[config.mk]
export PLATFORM = sky130hd
export DESIGN_NAME = mult_result_fifo
export DESIGN_NICKNAME = d
export VERILOG_FILES = /design/src/rtl/mult_result_fifo.sv
export SDC_FILE = /design/constraint.sdc
export NUM_CORES = 1
export LEC_CHECK = 0
export ABC_CLOCK_PERIOD_IN_PS = 2300
export CAP_MARGIN = 5
export CORE_MARGIN = 2
export CORE_UTILIZATION = 51
export CTS_BUF_LIST = sky130_fd_sc_hd__clkbuf_8
export DETAILED_ROUTE_END_ITERATION = 8
export PLACE_DENSITY = 0.83
export SYNTH_ARGS = -nofsm -noshare
export SYNTH_HDL_FRONTEND = slang
export SYNTH_SLANG_ARGS = --single-unit
[constraint.sdc]
create_clock -name clk -period 2.3 [get_ports clk]
set_clock_uncertainty 0.2 [all_clocks]
set_input_delay 0.46 -clock clk [delete_from_list [all_inputs] [get_ports clk]]
set_output_delay 0.46 -clock clk [all_outputs]
set_load 0.01 [all_outputs]
[src/rtl/mult_result_fifo.sv]
// Result FIFO between a pipelined multiplier and its sink: first-word-fall-through,
// valid/ready on both sides, no bypass from in_data to out_data.
module mult_result_fifo #(
  parameter int DATA_W = 32,
  parameter int DEPTH  = 4
) (
  input  logic                       clk,
  input  logic                       rst,
  input  logic                       in_valid,
  input  logic [DATA_W-1:0]          in_data,
  output logic                       in_ready,
  output logic                       out_valid,
  output logic [DATA_W-1:0]          out_data,
  input  logic                       out_ready,
  output logic [$clog2(DEPTH):0]     count
);

  localparam int PTR_W = $clog2(DEPTH);
  localparam int CNT_W = PTR_W + 1;
  localparam logic [CNT_W-1:0] FULL_CNT = CNT_W'(DEPTH);

  logic [DATA_W-1:0] mem [DEPTH];
  logic [PTR_W-1:0]  wr_ptr;
  logic [PTR_W-1:0]  rd_ptr;
  logic              push;
  logic              pop;

  // Handshake flags come from count alone, so neither side sees a combinational
  // path from the other; a full FIFO therefore pops first and accepts next cycle.
  assign in_ready  = (count != FULL_CNT);
  assign out_valid = (count != '0);
  assign out_data  = mem[rd_ptr];

  assign push = in_valid && in_ready;
  assign pop  = out_valid && out_ready;

  always_ff @(posedge clk or posedge rst) begin
    if (rst) begin
      wr_ptr <= '0;
      rd_ptr <= '0;
      count  <= '0;
    end else begin
      if (push) wr_ptr <= wr_ptr + 1'b1;
      if (pop)  rd_ptr <= rd_ptr + 1'b1;
      if (push && !pop)      count <= count + 1'b1;
      else if (pop && !push) count <= count - 1'b1;
    end
  end

  // Storage is not reset; stale entries are never visible because out_valid gates them.
  always_ff @(posedge clk) begin
    if (push && !rst) mem[wr_ptr] <= in_data;
  end

endmodule

======== Yosys cells after proc, flatten, opt, wreduce, memory -nomap -nowiden ========
Memories as Yosys holds them, arrays and structs flattened.
Index checks and enable logic that the tools add are counted.
cells by class
  $add $sub $neg .......................... 4
  equal/unequal tests ..................... 1
  muxes and demuxes ....................... 4
  reduce and logical (&&, ||, !) cells .... 10
operator list
  kind                 count
  $mux 3               2
  $logic_and 1x1->1    5
  $add 2x1->2 const B  2
  $add 3x1->3 const B  1
  $logic_not 1->1      3
  $ne 3x3->1 const B   1
  $reduce_bool 3->1    1
  $sub 3x1->3 const B  1
  $mux 1               2
  $reduce_bool 2->1    1
word-level totals
  register bits ........................... 7
  RAM bits ................................ 128
  input bits .............................. 36
  output and inout port bits .............. 37
  word-level logic and storage cells ...... 23
  memories ................................ 1
memories
  memory  words  bits a word  read ports  clocked after Yosys merged registers in  write ports  line  text
  mem     4      32           1           0                                        1            22    logic [DATA_W-1:0] mem [DEPTH];

======== Longest topological paths before layout ========
  word-level depth ........................ 6
  depth in mapped cells ................... 9
  gate-level depth less buffers ........... 9

======== Worst setup path after synthesis ========
Ideal clock, no wire load.
  path type ............................... reg2reg
  from .................................... reg count[0]
  to ...................................... reg count[2]
  data arrival time ....................... 2.075 ns
  data required time ...................... 2.021 ns
  path slack .............................. -0.054 ns
  cell stages (with the launch flop) ...... 9
  path buffers ............................ 0
  period minus slack after synthesis ...... 2.354 ns
  path through ............................ dfrtp_1 or3_2 nand2_2 ha_1 inv_1 fa_1 xor2_1 nor2_1 xor2_1
on the way
  cells in the longest elaborated chain, start to end .. 5
  elaborated cells between the ends (all ways) .. 13
  classes of those cells .................. add/sub (2); eq/ne (1); mux (2); reduce/logical (8)
RTL lines
  what                                                line  text
  start: declaration                                  15    output logic [$clog2(DEPTH):0] count
  start signal: assignment                            45    if (push && !pop) count <= count + 1'b1;
  start signal: assignment                            46    else if (pop && !push) count <= count - 1'b1;
  $reduce_bool 3->1 *                                 31    assign out_valid = (count != '0);
  via out_valid                                       12    output logic out_valid,
  $logic_and 1x1->1 *                                 35    assign pop = out_valid && out_ready;
  $logic_not 1->1                                     45
  $logic_and 1x1->1                                   45
  $mux 3 / $reduce_bool 2->1 (equally long branches)  n/a
The timed path passes the listed nets; every way through them passes the cells marked *. The select of a mux whose other input is x is not followed.
A chain may end at the register's enable or synchronous reset.

======== Final worst setup path ========
  from .................................... reg rd_ptr[0]
  to ...................................... out out_data[31]
on the way
  cells in the longest elaborated chain, start to end .. 1
RTL lines
  what                      line  text
  start: declaration        24    logic [PTR_W-1:0] rd_ptr;
  start signal: assignment  44    if (pop) rd_ptr <= rd_ptr + 1'b1;
  $mem_v2 4x32              n/a
  end: declaration          13    output logic [DATA_W-1:0] out_data,
Every way passes these cells.

==> flow_metrics.env <==
export IMPL_switching_power_uw=2110
export IMPL_crit_family="multiplexers"
export IMPL_fmax_mhz=402
export IMPL_fin_crit_sh_pct=108
export IMPL_clk_latency_ns=0.42
export IMPL_num_vias=2404
export IMPL_drv_slew=0
export IMPL_ir_worst_vdd_v=0.000770
export IMPL_grt_ovfl_total=0
export IMPL_p_comb_share_pct=37.2
export IMPL_dieHeight_um=104
export IMPL_synth_cell_types=21
export IMPL_holdBufCountCts=0
export IMPL_drt_iter0_drc=124
export IMPL_ys_ff_latch=135
export IMPL_r2r_slack_ns=0.05
export IMPL_synth_async_sr_flop_share_pct=5.19
export IMPL_crit_buf_inv=4
export IMPL_timing_rr_end="count[1]$_DFFE_PP0P_"
export IMPL_dpl_instance_area_um2=6120
export IMPL_drive_gt1_share_pct=38.7
export IMPL_critPathCaptureType="primary output"
export IMPL_die_width_um=104
export IMPL_fin_cells=459
export IMPL_power_frac_seq_pct=41.4
export IMPL_syn_area_um2=5060
export IMPL_powerDensity_nw_per_um2=1160
export IMPL_crit_top_cell="buf_6"
export IMPL_cts_max_level=4
export IMPL_cell_internal_pwr_uw=5490
export IMPL_synth_area_leader_cell="edfxtp_1"
export IMPL_busiest_layer="met2"
export IMPL_p_leak_uw=0.00227
export IMPL_cts_tree="yes"
export IMPL_drc=0
export IMPL_syn_inst=205
export IMPL_antenna_found_initial=0
export IMPL_reg2reg_from="count[2]$_DFFE_PP0P_"
export IMPL_yosys_warnings=0
export IMPL_slowest_stage="mux4_2"
export IMPL_synth_edff_count=128
export IMPL_fin_ws_ns=-0.187
export IMPL_slew_headroom_pct=85.8
export IMPL_worstPathMaxFanout=5
export IMPL_clk_path_buf_depth=2
export IMPL_clock_sinks=135
export IMPL_fillers=612
export IMPL_synth_area_leaders="edfxtp_1, mux4_2, dfrtp_1, ha_1, buf_6"
export IMPL_drtPass1Iterations=4
export IMPL_critPathLaunchType="register"
export IMPL_grt_pass1_wl_um=13500
export IMPL_tns_ns=-3.69
export IMPL_die_area_um2=10700
export IMPL_maxCapViolCount=0
export IMPL_slowest_delay_ns=0.52
export IMPL_grtUsageTotal_pct=17.1
export IMPL_finish_instance_area_um2=6560
export IMPL_status="finished, violations left"
export IMPL_synth_most_common_cell="edfxtp_1"
export IMPL_initial_core_util_pct=52.2
export IMPL_clkPwrFrac_pct=21.4
export IMPL_finalNetCount=355
export IMPL_use_met2_pct=27.3
export IMPL_ant_nets=0
export IMPL_grt_max_degree=33
export IMPL_grt_pass1_vias=2593
export IMPL_post_route_min_period_ns=2.49
export IMPL_ys_seq_area_share_pct=79.4
export IMPL_port_buffers=72
export IMPL_ys_flop_type="edfxtp_1"
export IMPL_area_delta_synth_final_pct=29.8
export IMPL_hold_path_class="in2async"
export IMPL_cts_buffers=17
export IMPL_violations="negative setup slack"
export IMPL_io_pins=73
export IMPL_syn_nets=247
export IMPL_clockRootBuffer="clkbuf_8"
export IMPL_utilization_pct=67.8
export IMPL_synth_common_cells="edfxtp_1, mux4_2, dfrtp_1"
export IMPL_synth_top_area_share_pct=76.0
export IMPL_finalSetupViolCount=32
export IMPL_grt_use_met1_pct=21.6
export IMPL_worstSetupPathType="reg2out"
export IMPL_drt_total_wl_um=8570
export IMPL_wl_per_cell_um=18.7
export IMPL_antenna_cells=0
export IMPL_cp_arrival_ns=1.83
export IMPL_rows=36
export IMPL_gp_congestion=0.705
export IMPL_rsz0062_at_grt="true"
export IMPL_path_clk_slew_ns=0.07
export IMPL_viasPerCell=5.24
export IMPL_numPlacedInstances=419
export IMPL_core_area_um2=9680
export IMPL_swShare_pct=27.7
export IMPL_grtUsageMet3_pct=5.98
export IMPL_worst_pin_slew_ns=0.214
export IMPL_hpwl_um=5210
export IMPL_synth_avg_cell_area_um2=24.7
export IMPL_crit_path_cell_trace="buf_6 > buf_6 > buf_12 > mux4_2 > buf_6"
export IMPL_cp_data_required_time_ns=1.64
export IMPL_final_hold_viol_count=0
export IMPL_r2r_cells=8
[tightest hold or removal path, delay by kind of cell]
kind | cells | cell delay, ns
buffers and inverters | 3 | 0.62
[state kept, by name, summed over array words and instances (netlist names)]
name    flops
wr_ptr      2
rd_ptr      2
mem       128
count       3
[layer usage]
| metal | share of wire, % | routed length (um) |
|---|---|---|
| met3 | 4.5 | 383 |
| met1 | 43 | 3650 |
| met4 | 1.5 | 126 |
| met2 | 51 | 4410 |
| met5 | 0 | 0 |
[cell families (layout without fill, tap and decap cells)]
| kind of cell | after synthesis | count (layout) | share of synthesized area, % |
|---|---|---|---|
| mux | 34 | 34 | 14.7 |
| fa+ha+maj | 6 | 6 | 1.63 |
| xor+xnor | 6 | 6 | 1.04 |
| flops | 135 | 135 | 79.4 |
| simple gates | 11 | 11 | 1.56 |
| buf+inv | 13 | 134 | 1.63 |
[power by group through the flow]
stage          Combinational (uW)  Clock (uW)  Sequential [uW]
5_1_grt                      3020        1790             3170
3_3_place_gp                 2610           0             3180
6_report                     2830        1620             3140
3_5_place_dp                 2630           0             3210
4_1_cts                      2740        1670             3140
2_1_floorplan                1430           0             3170
[what timing repair did]
| item | in CTS | in global routing |
|---|---|---|
| setup buffers | 6 | 1 |
| gates cloned | 2 | 1 |
| resized for setup | 133 | 15 |
| hold endpoints to repair | 0 | 0 |
| setup endpoints to repair | 34 | 34 |
| pin swaps | 0 | 4 |
[metrics by stage]
step	hold slack [ns]	power (uW)	setup WS, ns
finish	0.125	7600	-0.187
global route	0.119	7980	-0.258
CTS	0.0947	7560	-0.218
detailed placement	0.333	5840	-0.0627
global placement	0.315	5790	-0.00849
floorplan	0.0718	4600	0.0142
[cells in the final DEF, fill, tap and decap left out, types with 2 or more instances in the layout]
cell             Yosys  routed
ha_1                 5       4
buf_2                3       9
buf_6                4      21
buf_12               0       9
edfxtp_1           128     128
dlygate4sd2_1        0       5
xnor2_1              4       4
buf_4                0      11
dfrtp_2              0       3
clkinv_2             0       5
mux4_2              32      32
clkdlybuf4s50_1      0      38
clkinv_1             0       4
xor2_1               2       2
inv_1                5       7
clkbuf_8             0      17
and2_2               0       3
dfrtp_1              7       4
[layout make-up]
class / instances / area [um^2] / share of cell area (%)
timing repair buffer: 97 / 1040 / 15.8
inverter: 5 / 18.8 / 0.286
sequential: 135 / 4020 / 61.3
clock buffer: 17 / 234 / 3.56
clock inverter: 15 / 97.6 / 1.49
multi-input combinational: 57 / 988 / 15.1
tap: 133 / 166 / 2.54
[worst max-delay path by stage]
stage | endpoint | slack, ns | cells past startpoint | from
floorplan | mem[1][0]$_DFFE_PP_ | 0.01 | 3 | count[2]$_DFFE_PP0P_
global placement | out_data[31] | -0.008 | 3 | rd_ptr[0]$_DFFE_PP0P_
detailed placement | count[2]$_DFFE_PP0P_ | -0.06 | 9 | in_valid
CTS | out_data[21] | -0.22 | 5 | rd_ptr[0]$_DFFE_PP0P_
global route | out_data[21] | -0.26 | 5 | rd_ptr[0]$_DFFE_PP0P_
finish | out_data[31] | -0.19 | 5 | rd_ptr[0]$_DFFE_PP0P_
Power figures use the tool's default switching activity.
